**src/rtl/nfifo_sched_pkg.sv**
```systemverilog
// Shared types, constants and helpers for the round-robin flow-buffer scheduler.
package nfifo_sched_pkg;

  localparam int DEF_FLOWS      = 4;
  localparam int DEF_BLOCK_SIZE = 16;

  typedef enum logic {
    ST_IDLE  = 1'b0,
    ST_BURST = 1'b1
  } sched_state_e;

  // Ceiling log2; returns 0 for v <= 1.
  function automatic int log2_ceil(input int v);
    int r;
    r = 0;
    for (int i = 0; i < 31; i++) begin
      if ((32'sd1 <<< i) < v) begin
        r = i + 1;
      end
    end
    return r;
  endfunction

endpackage

```
**src/rtl/nfifo_rr_pick.sv**
```systemverilog
// Combinational cyclic first-one search: first set request strictly after ptr_i,
// wrapping from FLOWS-1 to 0 (ptr_i itself is examined last).
module nfifo_rr_pick
  import nfifo_sched_pkg::*;
#(
  parameter int FLOWS = DEF_FLOWS,
  parameter int PW    = log2_ceil(DEF_FLOWS)
) (
  input  logic [FLOWS-1:0] req_i,
  input  logic [PW-1:0]    ptr_i,
  output logic [PW-1:0]    idx_o,
  output logic             found_o
);

  int          cand;
  logic [PW-1:0] cand_idx;

  // Walk candidates farthest-first so the nearest hit overwrites earlier ones.
  always_comb begin
    idx_o    = '0;
    found_o  = 1'b0;
    cand     = 0;
    cand_idx = '0;
    for (int i = FLOWS; i >= 1; i--) begin
      cand     = (int'(ptr_i) + i) % FLOWS;
      cand_idx = cand[PW-1:0];
      if (req_i[cand_idx]) begin
        idx_o   = cand_idx;
        found_o = 1'b1;
      end else begin
        found_o = found_o;
      end
    end
  end

endmodule

```
**src/rtl/nfifo_rr_sched.sv**
```systemverilog
// Round-robin burst scheduler over FLOWS flow buffers, up to BLOCK_SIZE words per grant.
// Optional per-flow read counters on STAT_WORDS when NFIFO_SCHED_STATS_EN is defined.
module nfifo_rr_sched
  import nfifo_sched_pkg::*;
#(
  parameter int FLOWS      = DEF_FLOWS,
  parameter int BLOCK_SIZE = DEF_BLOCK_SIZE
) (
  input  logic                        CLK,
  input  logic                        RESET,
  input  logic                        ENABLE,
  input  logic [FLOWS-1:0]            FLOW_EMPTY,
  input  logic                        DST_RDY,
  output logic [FLOWS-1:0]            RD,
  output logic [log2_ceil(FLOWS)-1:0] SEL,
  output logic                        ACTIVE
`ifdef NFIFO_SCHED_STATS_EN
  ,
  output logic [FLOWS*32-1:0]         STAT_WORDS
`endif
);

  localparam int PW = log2_ceil(FLOWS);
  localparam int CW = log2_ceil(BLOCK_SIZE) + 1;
  localparam logic [CW-1:0] CNT_LAST = CW'(BLOCK_SIZE);

  sched_state_e  state_q, state_d;
  logic [PW-1:0] ptr_q, ptr_d;
  logic [PW-1:0] sel_q, sel_d;
  logic [CW-1:0] cnt_q, cnt_d;
  logic [CW-1:0] cnt_inc_s;
  logic [PW-1:0] pick_idx_s;
  logic          pick_found_s;
  logic          rd_fire_s;
  logic          sel_empty_s;

  nfifo_rr_pick #(
    .FLOWS (FLOWS),
    .PW    (PW)
  ) u_pick (
    .req_i   (~FLOW_EMPTY),
    .ptr_i   (ptr_q),
    .idx_o   (pick_idx_s),
    .found_o (pick_found_s)
  );

  assign sel_empty_s = FLOW_EMPTY[sel_q];
  assign rd_fire_s   = (state_q == ST_BURST) && DST_RDY && !sel_empty_s;
  assign cnt_inc_s   = cnt_q + {{(CW-1){1'b0}}, 1'b1};

  // Read strobe is combinational so the buffer pops in the same cycle the word is accepted.
  always_comb begin
    RD = '0;
    if (rd_fire_s) begin
      RD[sel_q] = 1'b1;
    end else begin
      RD = '0;
    end
  end

  // Next-state: grant in IDLE, count/release in BURST; a stalled burst simply holds.
  always_comb begin
    state_d = state_q;
    ptr_d   = ptr_q;
    sel_d   = sel_q;
    cnt_d   = cnt_q;
    case (state_q)
      ST_IDLE: begin
        if (ENABLE && pick_found_s) begin
          state_d = ST_BURST;
          sel_d   = pick_idx_s;
          cnt_d   = '0;
        end else begin
          state_d = ST_IDLE;
        end
      end
      ST_BURST: begin
        if (rd_fire_s) begin
          cnt_d = cnt_inc_s;
          if (cnt_inc_s == CNT_LAST) begin
            state_d = ST_IDLE;
            ptr_d   = sel_q;
            cnt_d   = '0;
          end else begin
            state_d = ST_BURST;
          end
        end else if (sel_empty_s) begin
          state_d = ST_IDLE;
          ptr_d   = sel_q;
          cnt_d   = '0;
        end else begin
          state_d = ST_BURST;
        end
      end
      default: begin
        state_d = ST_IDLE;
        cnt_d   = '0;
      end
    endcase
  end

  // State registers; reset points the search just before flow 0.
  always_ff @(posedge CLK or negedge RESET) begin
    if (!RESET) begin
      state_q <= ST_IDLE;
      ptr_q   <= PW'(FLOWS - 1);
      sel_q   <= '0;
      cnt_q   <= '0;
    end else begin
      state_q <= state_d;
      ptr_q   <= ptr_d;
      sel_q   <= sel_d;
      cnt_q   <= cnt_d;
    end
  end

  assign SEL    = sel_q;
  assign ACTIVE = (state_q == ST_BURST);

`ifdef NFIFO_SCHED_STATS_EN
  logic [31:0] stat_q [FLOWS];

  // Saturating per-flow read counters, cleared only by reset.
  always_ff @(posedge CLK or negedge RESET) begin
    if (!RESET) begin
      for (int f = 0; f < FLOWS; f++) begin
        stat_q[f] <= 32'd0;
      end
    end else begin
      for (int f = 0; f < FLOWS; f++) begin
        if (RD[f] && (stat_q[f] != 32'hFFFF_FFFF)) begin
          stat_q[f] <= stat_q[f] + 32'd1;
        end else begin
          stat_q[f] <= stat_q[f];
        end
      end
    end
  end

  // Flatten counters onto the output bus, flow 0 in the low word.
  always_comb begin
    STAT_WORDS = '0;
    for (int f = 0; f < FLOWS; f++) begin
      STAT_WORDS[f*32 +: 32] = stat_q[f];
    end
  end
`endif

endmodule

```
**config.mk**
```make
export PLATFORM = sky130hd
export DESIGN_NAME = nfifo_rr_sched
export DESIGN_NICKNAME = d
export VERILOG_FILES = /design/src/rtl/nfifo_sched_pkg.sv /design/src/rtl/nfifo_rr_pick.sv /design/src/rtl/nfifo_rr_sched.sv
export SDC_FILE = /design/constraint.sdc
export NUM_CORES = 1
export LEC_CHECK = 0
export BUFFER_PORTS_ARGS = -buffer_cell sky130_fd_sc_hd__buf_4
export CAP_MARGIN = 40
export CORE_MARGIN = 2
export CORE_UTILIZATION = 45
export DETAILED_ROUTE_END_ITERATION = 10
export PLACE_DENSITY = 0.68
export SLEW_MARGIN = 20
export SYNTH_ARGS = -nofsm -noshare
export SYNTH_HDL_FRONTEND = slang
export SYNTH_SLANG_ARGS = --single-unit
```
**constraint.sdc**
```tcl
create_clock -name CLK -period 2.1 [get_ports CLK]
set_input_delay 0.21 -clock CLK [delete_from_list [all_inputs] [get_ports CLK]]
set_output_delay 0.21 -clock CLK [all_outputs]
set_load 0.02 [all_outputs]
```
==> results.json <==
{
  "status": "finished clean",
  "p_per_area_nw_per_um2": 1120,
  "grt_start_max_net_pins": 11,
  "slew_violations": 0,
  "synth_edf_count": 0,
  "rsz0062_at_grt": "false",
  "core_um2": 1450,
  "grt_overflow": 0,
  "cp_max_fo": 8,
  "drtIter0Drc": 19,
  "cp-start-kind": "flop",
  "cts_tree": "yes",
  "synthMuxAreaShare_pct": 7.90,
  "clock_skew_ps": 7.99,
  "yosysWarnings": 0,
  "fillers": 142,
  "grt_usage_pct": 19.6,
  "nets": 106,
  "ir_drop_v": 0.000556,
  "path_buf_inv": 0,
  "antenna_cells": 0,
  "relSlewSlack_pct": 76.6,
  "worst_path_max_delay_cell": "mux4_2",
  "maxCapViolCount": 0,
  "synth_compound_area_share_pct": 20.8,
  "syn_to_final_growth_pct": 24.1,
  "cts_hold_buf": 1,
  "num_vias": 651,
  "post-route-min-period_ps": 1730,
  "worstReg2RegStart": "SEL[0]",
  "cp_top_family": "multiplexers",
  "synth_cells": 78,
  "cts_buffers": 3,
  "cpPeakStageDelay_ps": 580,
  "synth_seq_area_share_pct": 37.1,
  "multi_input_area_um2": 405,
  "ys_types": 30,
  "synthAdderAreaFrac_pct": 1.84,
  "synth.avg_cell_area_um2": 8.73,
  "r2r_setup_slack_ps": 370,
  "remaining_drc_errors": 0,
  "die-height_um": 42.9,
  "grt_pass1_vias": 576,
  "tightest_slew_ps": 342,
  "ys_ff_latch": 10,
  "syn_nets": 87,
  "end_kind": "flop",
  "routedWlPerCell_um": 14.1,
  "final_cell_mix": "nand2_1, buf_4, o21ai_0",
  "synthFlopType": "dfrtp_1",
  "vias_per_cell": 5.81,
  "cp_cell_sequence": "mux4_2 -> nor2_1 -> o21ai_0 -> mux2i_1",
  "synth-simple-area-share_pct": 27.8,
  "timing.rr.end": "cnt_q[0]",
  "synthArstFlopShare_pct": 100,
  "hold_violations": 0,
  "rows": 14,
  "cts_setup_buffers": 0,
  "routed_wl_um": 1580,
  "place.detailed.hpwl_um": 1180,
  "post_cts_resized": 0,
  "boundaryPins": 15,
  "cts.sinks": 10,
  "critical_path_class": "flop to flop",
  "synth-xor-area-share_pct": 1.29,
  "fin_crit_sh_pct": 82.6,
  "grt_pass1_wl_um": 2660,
  "hold_path.class": "input port to flop",
  "tns_ps": 0,
  "root_buffer": "clkbuf_4",
  "cts_buffer_depth": 2,
  "numPortBuffers": 14,
  "htree_levels": 1,
  "initial_core_util_pct": 46.8,
  "reg2reg_depth": 4,
  "drive_above_1_share_pct": 28.1,
  "setup.worst_path.start": "SEL[0]",
  "hp-start": "FLOW_EMPTY[2]",
  "dieArea_um2": 1840,
  "insertion_delay_ps": 280,
  "min_to": "SEL[1]",
  "cp.required_ps": 2290,
  "stdcell_area_um2": 845,
  "p_total_uw": 950,
  "die_w_um": 42.9,
  "antenna_left": 0,
  "register_area_um2": 253,
  "path_clk_slew_ps": 70,
  "final_common_cell": "nand2_1",
  "p_leak_nw": 0.364,
  "dpl_cell_area_um2": 798,
  "drtPass1Iterations": 4,
  "place.gp.congestion": 0.816,
  "syn_area_um2": 681,
  "finalSetupViolCount": 0,
  "max_freq_mhz": 577,
  "synth_top_family_by_area": "simple AND/OR/NAND/NOR gates",
  "min_path_cells": 4,
  "antenna_found_initial": 0,
  "worstPathArrival_ps": 1920
}
## tightest hold or removal path: stages
cell	delay, ps
buf_4	120
nand2_1	50
o31ai_1	60
o21ai_0	70
## cells in the mapped netlist, types with 2 or more instances
cell type / count / area share, %
nand2_1: 15 / 8.3
o21ai_0: 9 / 6.6
dfrtp_1: 8 / 29
inv_1: 4 / 2.2
nand3_1: 4 / 2.9
nand4_1: 3 / 2.8
nor2b_1: 3 / 2.8
o211ai_1: 3 / 3.3
o21ba_2: 3 / 4.4
a21oi_1: 2 / 1.5
dfstp_2: 2 / 7.7
mux2i_1: 2 / 2.9
nor2_1: 2 / 1.1
nor3b_1: 2 / 2.2
## report_power, final
part | internal (mW) | total (mW) | switching, mW
Sequential | 0.265 | 0.374 | 0.109
Combinational | 0.197 | 0.399 | 0.202
Clock | 0.105 | 0.177 | 0.0716
## state kept, by name, summed over array words and instances (netlist names)
register,cells
ptr_q,2
ACTIVE,1
cnt_q,5
SEL,2
## cell families (layout without fill, tap and decap cells)
kind of cell / Yosys count / after routing
buf+inv: 5 / 23
xor+xnor: 1 / 1
compound gates: 21 / 21
fa+ha+maj: 1 / 1
mux: 4 / 4
flops: 10 / 10
simple gates: 36 / 36
## worst max-delay path by stage
stage               end  slack (ps)  cells past startpoint
2_1_floorplan  cnt_q[2]         350                      4
3_3_place_gp   cnt_q[2]         410                      4
3_5_place_dp   cnt_q[2]         390                      4
4_1_cts        cnt_q[2]         360                      4
5_1_grt        cnt_q[0]         260                      4
6_report       cnt_q[0]         370                      4
## metal layers
| layer | GRT usage (%) | share of wire, % | up-vias |
|---|---|---|---|
| met3 | 4.68 | 6.6 | 5 |
| met1 | 26.6 | 49 | 302 |
| li1 | - | - | 322 |
| met5 | 0 | 0 | - |
| met4 | 11.3 | 2.2 | 0 |
| met2 | 28.2 | 42 | 22 |
## final cells by class
cell class,count,share of cell area (%)
Clock buffer,4,4.30
Inverter,4,1.78
Multi-Input combinational cell,63,48.0
Sequential cell,10,29.9
Tap cell,16,2.37
Timing Repair Buffer,15,13.6
## per-stage QoR
| step | util [%] | hold slack [ps] | instances | setup WS, ps |
|---|---|---|---|---|
| after floorplan | - | -85.6 | 78 | 347 |
| after CTS | 58.1 | 268 | 112 | 362 |
| after global placement | 54.9 | 48.1 | 107 | 409 |
| after global routing | 58.1 | 317 | 112 | 262 |
| final | 58.1 | 274 | 112 | 366 |
| after detailed placement | 54.9 | 51.1 | 107 | 393 |
Note: power is estimated with default switching activity, not from simulation.
